File: src/rtl/mdio_arbiter.sv
// mdio_arbiter: round-robin sharing of one Clause 22 MDIO master between NREQ requesters.
// Optional MDIO_TIMEOUT_EN aborts a transaction after TIMEOUT_CYC cycles in WAIT with err.
module mdio_arbiter #(
   parameter int NREQ        = 2,
   parameter int TIMEOUT_CYC = 1024
) (
   input  logic               clk,
   input  logic               reset,
   input  logic [NREQ-1:0]    req,
   input  logic [NREQ-1:0]    req_wr,
   input  logic [5*NREQ-1:0]  req_phy,
   input  logic [5*NREQ-1:0]  req_reg,
   input  logic [16*NREQ-1:0] req_wdata,
   output logic [NREQ-1:0]    gnt,
   output logic [NREQ-1:0]    ack,
   output logic [15:0]        rdata,
   output logic               err,
   output logic               busy,
   output logic               mst_start,
   output logic [31:0]        mst_frame,
   input  logic               mst_done,
   input  logic [15:0]        mst_rd_data
);
   localparam int IW = NREQ > 1 ? $clog2(NREQ) : 1;
   localparam logic [1:0] IDLE = 2'd0, LAUNCH = 2'd1, WAIT = 2'd2, RESP = 2'd3;

   if (NREQ < 1 || NREQ > 8 || TIMEOUT_CYC < 1) begin : g_bad_param
      $error("mdio_arbiter: parameter out of range");
   end

   logic [1:0]    state;
   logic [IW-1:0] owner, last, win, cand;
   logic          found, wr_q;

   // First requesting index after the last winner, wrapping modulo NREQ
   always_comb begin
      found = 1'b0;
      win   = '0;
      cand  = '0;
      for (int k = 1; k <= NREQ; k++) begin
         cand = IW'((int'(last) + k) % NREQ);
         if (!found && req[cand]) begin
            found = 1'b1;
            win   = cand;
         end
      end
   end

   assign busy      = state != IDLE;
   assign mst_start = state == LAUNCH;
   assign gnt       = busy ? NREQ'(1) << owner : '0;
   assign ack       = (state == RESP) ? NREQ'(1) << owner : '0;

`ifdef MDIO_TIMEOUT_EN
   localparam int CW = $clog2(TIMEOUT_CYC + 1);
   logic [CW-1:0] cnt;
   logic          to_q;
   assign err = (state == RESP) & to_q;
`else
   assign err = 1'b0;
`endif

   always_ff @(posedge clk or negedge reset) begin
      if (!reset) begin
         state     <= IDLE;
         owner     <= '0;
         last      <= IW'(NREQ - 1);
         wr_q      <= 1'b0;
         mst_frame <= '0;
         rdata     <= '0;
`ifdef MDIO_TIMEOUT_EN
         cnt       <= '0;
         to_q      <= 1'b0;
`endif
      end else begin
         case (state)
            IDLE: if (found) begin
               owner     <= win;
               wr_q      <= req_wr[win];
               mst_frame <= req_wr[win]
                  ? {4'b0101, req_phy[5*win +: 5], req_reg[5*win +: 5], 2'b10, req_wdata[16*win +: 16]}
                  : {4'b0110, req_phy[5*win +: 5], req_reg[5*win +: 5], 2'b00, 16'h0000};
               state     <= LAUNCH;
            end
            LAUNCH: begin
               state <= WAIT;
`ifdef MDIO_TIMEOUT_EN
               cnt   <= '0;
               to_q  <= 1'b0;
`endif
            end
            WAIT: begin
               if (mst_done) begin
                  if (!wr_q) rdata <= mst_rd_data;
                  state <= RESP;
               end
`ifdef MDIO_TIMEOUT_EN
               else if (cnt == CW'(TIMEOUT_CYC - 1)) begin
                  if (!wr_q) rdata <= 16'hFFFF;
                  to_q  <= 1'b1;
                  state <= RESP;
               end else cnt <= cnt + 1'b1;
`endif
            end
            RESP: begin
               last  <= owner;
               state <= IDLE;
            end
         endcase
      end
   end
endmodule

File: config.mk
export PLATFORM = sky130hd
export DESIGN_NAME = mdio_arbiter
export DESIGN_NICKNAME = d
export VERILOG_FILES = /design/src/rtl/mdio_arbiter.sv
export SDC_FILE = /design/constraint.sdc
export NUM_CORES = 1
export LEC_CHECK = 0
export BUFFER_PORTS_ARGS = -buffer_cell sky130_fd_sc_hd__buf_4
export CAP_MARGIN = 20
export CORE_MARGIN = 8
export CORE_UTILIZATION = 47
export CTS_BUF_LIST = sky130_fd_sc_hd__clkbuf_16
export DETAILED_ROUTE_END_ITERATION = 7
export HOLD_SLACK_MARGIN = 0.06
export PLACE_DENSITY = 0.87
export RECOVER_POWER = 50
export SLEW_MARGIN = 0
export SYNTH_ARGS = -nofsm -noshare
export SYNTH_HDL_FRONTEND = slang
export SYNTH_SLANG_ARGS = --single-unit
File: constraint.sdc
create_clock -name clk -period 3.4 [get_ports clk]
set_clock_uncertainty 0.15 [all_clocks]
set_input_delay 0 -clock clk [delete_from_list [all_inputs] [get_ports clk]]
set_output_delay 0 -clock clk [all_outputs]
set_load 0.05 [all_outputs]
==> summary.txt <==
Outcome
  – Outcome: complete, no violations

Synth
  – YS warnings: 0
  – EDFF count, synth: 0
  – Post-Syn Area: 0.002292 sq mm
  – Most common library cells after synthesis: 48 x dfrtp_1, 27 x nand2_1, 26 x mux2i_1, 17 x mux2_2, 11 x o21ai_1
  – Share of the synthesized area in the top cell type: 0.5240
  – Most common cell in the synthesized netlist: dfrtp_1
  – Async set-reset flop share out of synthesis: 1.000
  – Synth Instances: 187
  – Top post-synthesis cells by area: dfrtp_1 52%, mux2i_1 11%, mux2_2 8.4%, nand2_1 4.4%, o21ai_2 3.4%
  – Seq cells post-synth: 49
  – Post-synth top area cell: dfrtp_1
  – Cell variety after synth: 29
  – Synth Flop Type: dfrtp_1
  – Syn_area_per_cell: 12.26 sq um
  – Seq/Total Area, Yosys: 0.5355

Worst setup path
  – CP Data Arrival Time: 2.46 ns
  – CP Launch Type: flop
  – Worst Path Max Fanout: 17
  – CP Capture Type: flop
  – Cell Chain, Critical Path: a21boi_4, buf_4, mux2i_1, dlygate4sd3_1, o21ai_1
  – CP peak stage delay: 0.58 ns
  – Worst path bufs/invs: 2
  – Crit path required time: 3.38 ns
  – Delay-heaviest family, CP: buffers and inverters
  – Critical path class: reg2reg
  – Crit-path slowest cell: dlygate4sd3_1

CTS
  – CTS tree: built
  – H-tree depth: 2
  – CTS Buf Count: 5
  – # clock sinks: 49
  – Worst-Skew Late Latency: 0.28 ns
  – Clock root buffer: clkbuf_16
  – Max Buffers Root-to-Sink: 2
  – Clock slew seen by the registers of the worst setup and hold paths: 0.06 ns

Finish
  – Share of cells above drive strength 1: 0.3701
  – Nets: 459
  – Core Util, Final: 0.8426
  – Final non-filler cell total: 449
  – Fillcell total: 280
  – Area Overhead vs Synth: 73.64%
  – Design area: 0.003980 sq mm

Global routing
  – Antenna violations before repair: 0
  – Vias in the first global route: 2530
  – Largest net degree at the start of global routing: 50
  – First-pass GRT wire length: 13240 um
  – Total congestion overflow: 0
  – Total global-route track usage: 0.2328

Pwr
  – Switching share of total power: 0.5227
  – Net Sw Power: 1.993 mW
  – Max VDD drop: 0.4893 mV
  – Internal: 1.820 mW
  – Reg power frac: 0.273
  – P_leak: 1.929 nW
  – Logic pwr share: 0.604
  – Clk pwr share: 0.123
  – Power Dens Cells: 957.8 mW/mm^2

Flow run
  – Max Cap Viol: 0

Timing
  – Final hold vios: 0
  – RSZ-0062 raised after global routing: no
  – Max Slew Vio Count: 0
  – Setup TNS Final: 0 ns
  – Slew @ Worst Pin: 0.8061 ns
  – Slew Limit Headroom: 0.4626
  – Ratio of final minimum period to clock period: 0.7301
  – Min cycle time layout: 2.482 ns
  – Final setup viols: 0
  – Peak Freq: 402.9 MHz

Detailed routing
  – Vias: 2206
  – 1st-iter DRT viols: 85
  – # DRC: 0
  – 1st-pass router iterations: 4
  – Final ANT Viol Nets: 0
  – WL/cell: 18.76 um
  – Via density: 4.913
  – Routed wire length: 8422 um

Floorplanning
  – Die height: 85.84 um
  – Full die area: 0.007368 sq mm
  – Ports: 130
  – Die Span X: 85.84 um
  – Core region area: 0.004723 sq mm
  – Initial Util: 0.4853
  – # rows: 25

Placement
  – Placed cell area: 0.003236 sq mm
  – DP Cell Count: 370
  – IO Port Bufs: 126
  – RD Place Congestion: 0.7057
  – HPWL Detailed: 4782 um

Worst hold path
  – Hold WC Path Type: in2reg
==> cell usage in the layout (no fill, tap or decap), types with 2 or more instances in the layout <==
cell	Yosys	routed
clkinv_2	0	2
clkbuf_1	4	26
dlygate4sd3_1	0	70
o21ai_0	7	7
ha_1	4	4
o21ai_1	11	10
conb_1	1	3
mux2i_1	26	26
clkbuf_16	0	5
nand2_1	27	27
nor2b_1	2	2
and2_1	3	3
o21ai_2	9	10
inv_1	5	6
dfrtp_1	48	48
mux2_2	17	17
buf_4	5	102
nand2b_1	2	2
==> worst paths after layout <==
| check | start | end | slack [ns] | depth (start not counted) |
|---|---|---|---|---|
| min in group asynchronous | reset | mst_frame[1]$_DFFE_PN0P_ | 0.14 | 2 |
| worst min register to register | mst_frame[6]$_DFFE_PN0P_ | mst_frame[6]$_DFFE_PN0P_ | 0.33 | 2 |
| worst max register to register | last$_DFFE_PN1N_ | mst_frame[4]$_DFFE_PN0P_ | 0.92 | 5 |
| worst min-delay path | req[1] | state[0]$_DFFE_PN0P_ | 0.08 | 3 |
| worst max-delay path | last$_DFFE_PN1N_ | mst_frame[4]$_DFFE_PN0P_ | 0.92 | 5 |
| max in group asynchronous | reset | state[1]$_DFFE_PN0P_ | 2.55 | 2 |
==> state kept, by name, indices dropped and copies added, names as in the netlist <==
signal,flops
last,1
mst_frame,29
owner,1
rdata,16
state,2
==> layout make-up <==
class                           instances  area [sq um]  share of cell area
Sequential cell                        49          1227              0.3084
Clock inverter                          3         13.76            0.003458
Tap cell                               67         83.83             0.02106
Multi-Input combinational cell        121         944.7              0.2373
Inverter                                5         18.77            0.004715
Timing Repair Buffer                  198          1564              0.3930
Clock buffer                            5         125.1             0.03144
Antenna cell                            1         2.502           0.0006287
==> power groups by stage <==
stage	Combinational [mW]	Clock (mW)	Sequential (mW)
after floorplan	0.763	0	1.88
after global placement	2.25	0	1.02
after detailed placement	2.29	0	1.04
after CTS	2.39	0.471	1.03
after global routing	2.41	0.497	1.07
final	2.30	0.469	1.04
==> logic make-up after synthesis <==
group	share of synthesized area
other cells	0.001636
buf+inv	0.06222
compound gates	0.1043
fa+ha+maj	0.02183
mux	0.2020
simple gates	0.07260
flops	0.5355
==> layer usage <==
layer / wire length [um] / GRT usage / vias to the layer above
met5: 0 / 0 / -
met4: 197 / 0.09554 / 0
met1: 3035 / 0.2446 / 1057
met3: 741 / 0.08500 / 19
met2: 4446 / 0.4104 / 108
li1: - / - / 1022
==> worst min-delay path: stages <==
cell,delay (ns)
buf_4,0.11
o32a_1,0.21
o22a_1,0.16
==> what timing repair did <==
| action | in CTS | in global routing |
|---|---|---|
| resized for setup | 0 | 0 |
| buffers inserted | 0 | 0 |
| endpoints found under the hold margin | 93 | 0 |
| hold buffers | 70 | 0 |
==> per-stage QoR <==
step | total power, mW | hold WS (ns) | setup slack (ns)
after global routing | 3.984 | 0.09602 | 0.8364
after floorplan | 2.641 | -0.4456 | 1.496
after global placement | 3.271 | -0.1015 | 1.294
after detailed placement | 3.333 | -0.09932 | 1.239
after CTS | 3.898 | 0.07555 | 0.9931
final | 3.812 | 0.07880 | 0.9177
No activity file was read; power rests on OpenSTA's default activity.
